## src/rtl/modular_add.sv

```systemverilog
// Limb-serial modular adder/subtractor over GF(PRIME); one operation per Reset release.
// Raw add/sub over N limbs, then one trial correction over N limbs, then a single select.
module modular_add #(
  parameter int unsigned P_WIDTH    = 256,
  parameter int unsigned LIMB_WIDTH = 64,
  parameter logic [P_WIDTH-1:0] PRIME =
    256'hFFFFFFFF_FFFFFFFF_FFFFFFFF_FFFFFFFF_FFFFFFFF_FFFFFFFF_FFFFFFFE_FFFFFC2F
) (
  input  logic               Clk,
  input  logic               Reset,
  input  logic               op,
  input  logic [P_WIDTH-1:0] a,
  input  logic [P_WIDTH-1:0] b,
  output logic [P_WIDTH-1:0] sum,
  output logic               Done
);

  localparam int unsigned N  = P_WIDTH / LIMB_WIDTH;
  localparam int unsigned CW = (N > 1) ? $clog2(N) : 1;
  localparam logic [CW-1:0] LAST = CW'(N - 1);

  typedef enum logic [1:0] {LOAD, OP, FIX, DONE} state_t;

  state_t             state;
  logic [P_WIDTH-1:0] ra, rb, pr, raw, trial;
  logic               rop, carry, c_raw;
  logic [CW-1:0]      cnt;

  logic [LIMB_WIDTH:0]  op_res, fix_res;
  logic [P_WIDTH-1:0]   raw_op_next, raw_rot_next, trial_next, result;
  logic                 use_trial;

  // Shift a new limb in at the top while dropping the consumed bottom limb.
  function automatic logic [P_WIDTH-1:0] shift_in(input logic [P_WIDTH-1:0] v,
                                                  input logic [LIMB_WIDTH-1:0] l);
    return (v >> LIMB_WIDTH) | (P_WIDTH'(l) << (P_WIDTH - LIMB_WIDTH));
  endfunction

  always_comb begin
    op_res  = '0;
    fix_res = '0;
    if (rop) begin
      op_res  = {1'b0, ra[LIMB_WIDTH-1:0]} - {1'b0, rb[LIMB_WIDTH-1:0]}
              - {{LIMB_WIDTH{1'b0}}, carry};
      fix_res = {1'b0, raw[LIMB_WIDTH-1:0]} + {1'b0, pr[LIMB_WIDTH-1:0]}
              + {{LIMB_WIDTH{1'b0}}, carry};
    end else begin
      op_res  = {1'b0, ra[LIMB_WIDTH-1:0]} + {1'b0, rb[LIMB_WIDTH-1:0]}
              + {{LIMB_WIDTH{1'b0}}, carry};
      fix_res = {1'b0, raw[LIMB_WIDTH-1:0]} - {1'b0, pr[LIMB_WIDTH-1:0]}
              - {{LIMB_WIDTH{1'b0}}, carry};
    end
    raw_op_next  = shift_in(raw, op_res[LIMB_WIDTH-1:0]);
    // raw is rotated during FIX so it is intact again once the trial is complete.
    raw_rot_next = shift_in(raw, raw[LIMB_WIDTH-1:0]);
    trial_next   = shift_in(trial, fix_res[LIMB_WIDTH-1:0]);
    // In DONE, carry holds the final borrow (add) or carry (sub) of the trial chain.
    use_trial    = rop ? c_raw : (c_raw | ~carry);
    result       = use_trial ? trial : raw;
  end

  always_ff @(posedge Clk) begin
    if (Reset) begin
      state <= LOAD;
      ra    <= '0;
      rb    <= '0;
      pr    <= '0;
      raw   <= '0;
      trial <= '0;
      rop   <= 1'b0;
      carry <= 1'b0;
      c_raw <= 1'b0;
      cnt   <= '0;
      sum   <= '0;
      Done  <= 1'b0;
    end else begin
      case (state)
        LOAD: begin
          ra    <= a;
          rb    <= b;
          rop   <= op;
          pr    <= PRIME;
          raw   <= '0;
          trial <= '0;
          carry <= 1'b0;
          c_raw <= 1'b0;
          cnt   <= '0;
          state <= OP;
        end
        OP: begin
          ra    <= ra >> LIMB_WIDTH;
          rb    <= rb >> LIMB_WIDTH;
          raw   <= raw_op_next;
          carry <= op_res[LIMB_WIDTH];
          cnt   <= cnt + CW'(1);
          if (cnt == LAST) begin
            c_raw <= op_res[LIMB_WIDTH];
            carry <= 1'b0;
            cnt   <= '0;
            state <= FIX;
          end
        end
        FIX: begin
          pr    <= pr >> LIMB_WIDTH;
          raw   <= raw_rot_next;
          trial <= trial_next;
          carry <= fix_res[LIMB_WIDTH];
          cnt   <= cnt + CW'(1);
          if (cnt == LAST) begin
            cnt   <= '0;
            state <= DONE;
          end
        end
        DONE: begin
          sum  <= result;
          Done <= 1'b1;
        end
        default: state <= LOAD;
      endcase
    end
  end

endmodule

```

## config.mk

```make
export PLATFORM = sky130hd
export DESIGN_NAME = modular_add
export DESIGN_NICKNAME = d
export VERILOG_FILES = /design/src/rtl/modular_add.sv
export SDC_FILE = /design/constraint.sdc
export NUM_CORES = 2
export LEC_CHECK = 0
export CORE_MARGIN = 1.5
export CORE_UTILIZATION = 40
export DETAILED_ROUTE_END_ITERATION = 8
export GPL_TIMING_DRIVEN = 0
export SKIP_LAST_GASP = 1
export SYNTH_ARGS = -nofsm -noshare
export SYNTH_HDL_FRONTEND = slang
export SYNTH_SLANG_ARGS = --single-unit
```

## constraint.sdc

```tcl
create_clock -name Clk -period 10.5 [get_ports Clk]
set_input_delay 2.1 -clock Clk [delete_from_list [all_inputs] [get_ports Clk]]
set_output_delay 2.1 -clock Clk [all_outputs]
set_load 0.005 [all_outputs]
```

-- Yosys cells after proc, flatten, opt, wreduce, memory -nomap -nowiden
Index checks and enable logic that the tools add are counted.
- bits of input ports: 515
- word-level logic and storage cells: 58
- register bits after elaboration: 1544
- mux-type cells: 18
- equal/unequal tests: 6
- add/sub/neg operators: 9
- reduce and logical (&&, ||, !) cells: 8
- bitwise gates (word level): 5
- operators with widths (kind ; number):
    case mux 256 bit (2 select lines) ; 4
    bitwise OR 192 x 256 -> 256 bit ; 3
    case mux 256 bit (3 select lines) ; 1
    2-to-1 mux 256 bit ; 1
    adder 64 x 64 -> 65 bit ; 2
    adder 65 x 1 -> 65 bit ; 2
    2-to-1 mux 65 bit ; 2
    subtractor 64 x 64 -> 65 bit ; 2
    subtractor 65 x 1 -> 65 bit ; 2
    == test 2 bit (second input constant) ; 3
    2-to-1 mux 2 bit ; 3
    case mux 2 bit (3 select lines) ; 1
    nonzero test 2 bit ; 3
    inequality test 2 bit (second input constant) ; 2
    case mux 2 bit (2 select lines) ; 1
    2-to-1 mux 1 bit ; 3
    case mux 1 bit (3 select lines) ; 1
    AND reduction 3 bit ; 1
    nonzero test 3 bit ; 1
    adder 2 x 1 -> 2 bit (second input constant) ; 1
    == test 2 x 1 -> 1 bit (second input constant) ; 1
    zero test 2 bit ; 1
    case mux 1 bit (2 select lines) ; 1
    AND reduction 2 bit ; 1
    other kinds (3) ; 3

-- Logic depth before layout (Yosys ltp)
- word-level depth: 5
- mapped depth: 18
- mapped depth without buffers: 18

-- Least setup slack after synthesis
No wires, ideal clock.
- kind: register to register
- start point: register pr[63] (netlist name)
- end point: register trial[254]
- arrival: 6.413 ns
- stages on the path, launching flop included: 18
- required time: 10.378 ns
- library setup time: 0.122 ns
- path slack: 3.965 ns
- path through: dfxtp_1 fa_1 inv_1 ha_1 nor2_1 fa_1 a21bo_2 a22oi_1 a2111oi_2 nor3_1 o21ai_1 a21oi_1 a31oi_2 o21ai_1 a311o_1 xnor2_1 nor2_1 a221o_1
- RTL lines (element ; RTL line ; RTL):
    to (signal assigned) ; 106 ; trial <= trial_next;
    to (decl) ; 25 ; logic [P_WIDTH-1:0] ra, rb, pr, raw, trial;

==> metrics.md <==
| Metric | Value |
|---|---|
| Rel. slew slack | -0.0938 |
| # IOs | 772 |
| Slew @ Worst Pin | 1640 ps |
| Post-CTS Resized | 0 |
| RSZ-0062 raised after global routing | no |
| Register Area | 25900 µm² |
| Met1 usage | 0.435 |
| Fin crit period | approximately 6500 ps |
| Post-synth EDFFs | 0 |
| Final hold violations | 0 |
| Routability cong. | 0.990 |
| Clock transition at path regs | around 60 ps |
| Antenna violations before repair | 83 |
| Synth Flop Type | dfxtp_1 |
| Syn_area_per_cell | approximately 8 µm² |
| Hold crit path type | reg -> reg |
| CTS root buf | clkbuf_16 |
| Number of hold buffers added after cts | 0 |
| Crit. End Element | register |
| Max FO, Critical Path | 62 |
| Compound-Gate Fraction of Synth Area | 0.203 |
| DRC Markers | 0 |
| Failing checks | max-capacitance violations, max-slew violations |
| Post-Syn Area | 69400 µm² |
| Worst path cell trace | buf_16, fa_1, inv_1, ha_1, nor2_1, fa_1, a21bo_2, a22oi_1, a2111oi_2, nor3_1, o21ai_1, a21oi_1, a21oi_1, o21ai_1, a21boi_0, xnor2_1, a22oi_1, o21ai_1 |
| #FFs+latches synth | approximately 1300 |
| Post-Synth Simple-Gate Area | 0.191 |
| Drt initial violations | 6580 |
| Yosys top cell by area | dfxtp_1 |
| Status | finished with violations |
| Die width | 419 µm |
| H-tree depth | 4 |
| Largest family of logic cells by synthesized area | compound AO/OA/AOI/OAI gates |
| Clock Latency Late Sink | 830 ps |
| CP most frequent cell | o21ai_1 |
| Setup crit start kind | register |
| Global Route met3 Usage | 0.0689 |
| Synth Net Count | 9722 |
| Placed Area | 80000 µm² |
| CP max stage cell | dfxtp_4 |
| Top cell type's share of synthesized area | 0.373 |
| Number of buffers created by CTS | 145 |
| Antenna Nets Post-Route | 0 |
| Via count | 69200 |
| Top delay family on crit path | compound AO/OA/AOI/OAI gates |
| Pwr Density | between 300 and 400 nW/µm² |
| WL final | 323000 µm |
| Seq/Total Area, Yosys | 0.373 |
| M2 GR Usage | 0.584 |
| Starting Density | 0.403 |
| Total gr overflow | 0 |
| Bufs on Longest Clock Path | 3 |
| Core footprint | approximately 170000 µm² |
| Setup Skew | approximately 32 ps |
| Critical path's largest stage delay | 860 ps |
| Async S/R FF share, synth | 0 |
| Routed WL per cell | 26.5 µm |
| Post-CTS Setup Repair Bufs | 0 |
| Synth Instances | 8815 |
| Layout cell share with drive strength beyond 1 | 0.0327 |
| First drt pass iteration count | 8 |
| Maximum vdd drop | 0.000208 V |
| Die ar. | 176000 µm² |
| Die H | roughly 420 µm |
| Slew Viols, Final | 44 |
| Crit share post-route | 0.615 |
| Final setup viols | 0 |
| Largest net degree at the start of global routing | 63 |
| Nets | 10600 |
| CTS tree | yes |
| Synth Area in Adders | 0.0716 |
| Post-synthesis mux area share | 0.0752 |
| Maxcap violations | 5 |
| Footprint of the multi-input gates | 39500 µm² |
| First-pass GRT wire length | 454000 µm |
| # rows | around 150 |
| Synth-to-Final Area Change | 22.5% |
| Yosys warnings | 0 |
| Gr usage total | 0.352 |
| Fillcell total | 17000 |
| Leakage power | 34.3 nW |
| Crit path kind | reg -> reg |
| Yosys cell types | 101 |
| Most frequent cells in the layout | nor2_1, dfxtp_1, a21oi_1 |
| IO buf count | 771 |
| Fmax | 155 MHz |
| Synth area leaders | dfxtp_1, nor2_1, mux2i_1 |
| CTS Sinks | 1293 |
| Post-DP HPWL | 265000 µm |
| Worst Path Buf+Inv | 2 |
| Post-Synth XOR/XNOR Area | 0.0289 |
| Leading cell type in the layout, fill and taps excluded | nor2_1 |
| Design area | 85000 µm² |
| CP Data Arrival Time | 7190 ps |
| Vias in the first global route | between 60000 and 70000 |
| Worst EP required | 11240 ps |
| Global route hottest layer | met2 |
| Setup TNS Final | 0 ps |
| Routed vias/inst | approximately 5.7 |
## cell families (layout without fill, tap and decap cells)
logic type	after synthesis	in the layout
XOR/XNOR	229	229
AO/OA/AOI/OAI	2176	2176
AND/OR/NAND/NOR	3150	3150
other	0	19
adder cells (fa/ha/maj)	392	392
buffers and inverters	1054	2089
multiplexers	521	521
flip-flops	1293	1293
## per-layer routing
layer	vias to the layer above	part of all wire
li1	32500	-
met1	32800	0.40
met2	3150	0.46
met3	747	0.079
met4	94	0.054
met5	-	0.0020
## synth_stat cells (all sizes together), types with 46 or more instances
cell type and count:
nor2 1840, dfxtp 1293, a21oi 952, nand2 733, clkbuf 523, mux2i 521
inv 430, ha 384, a311oi 268, a22oi 238, and3 230, o21ai 228
xnor2 189, buf 97, a21o 83, o21bai 65, nor3 64, nand3 61
a211oi 46
## sequential cells by signal (all words and copies together), names as in the netlist
signal and cells:
ra 256, raw 256, rb 256, sum 256
trial 256, pr 5, cnt 2, state 2
Done 1, c_raw 1, carry 1, rop 1
## report_power, final
part           internal (W)  switching (W)
clock network       0.00306        0.00221
registers           0.00586        0.00100
logic               0.00521        0.00977
## worst register-to-register path: cells and delay by family (launching register included)
family,cells,cell delay (ps)
buf+inv,2,460
xor+xnor,1,380
fa+ha+maj,3,1120
compound gates,10,3160
simple gates,2,410
flops,1,860
## layout make-up
| type | count | share of cell area |
|---|---|---|
| inverters | 434 | 0.0192 |
| clock buffers | 212 | 0.0508 |
| well taps | 2310 | 0.0340 |
| diodes | 19 | 0.000560 |
| clock inverters | 50 | 0.00680 |
| plain buffers | 620 | 0.0277 |
| multi-input cells | 6468 | 0.465 |
| flip-flops and latches | 1293 | 0.305 |
| repair buffers | 773 | 0.0914 |
## per-stage QoR
step	hold slack (ps)	cells	util	setup slack (ps)	total power, W
2_1_floorplan	428	8815	-	3960	0.0162
3_3_place_gp	456	11900	0.465	442	0.0214
3_5_place_dp	456	11900	0.466	3760	0.0216
4_1_cts	471	12200	0.494	4060	0.0268
5_1_grt	493	12200	0.494	3870	0.0285
6_report	471	12200	0.494	4040	0.0271
## path summary, 6_finish.rpt
| kind | end | slack [ps] | cells past startpoint | from |
|---|---|---|---|---|
| worst max-delay path | trial[248]$_SDFFE_PP0P_ | 4040 | 18 | pr[63]$_SDFFE_PP0P_ |
| worst min-delay path | Done$_SDFFE_PP0N_ | 470 | 2 | Done$_SDFFE_PP0N_ |
| worst max register to register | trial[248]$_SDFFE_PP0P_ | 4040 | 18 | pr[63]$_SDFFE_PP0P_ |
| worst min register to register | Done$_SDFFE_PP0N_ | 470 | 2 | Done$_SDFFE_PP0N_ |
No activity file was read; power rests on OpenSTA's default activity.
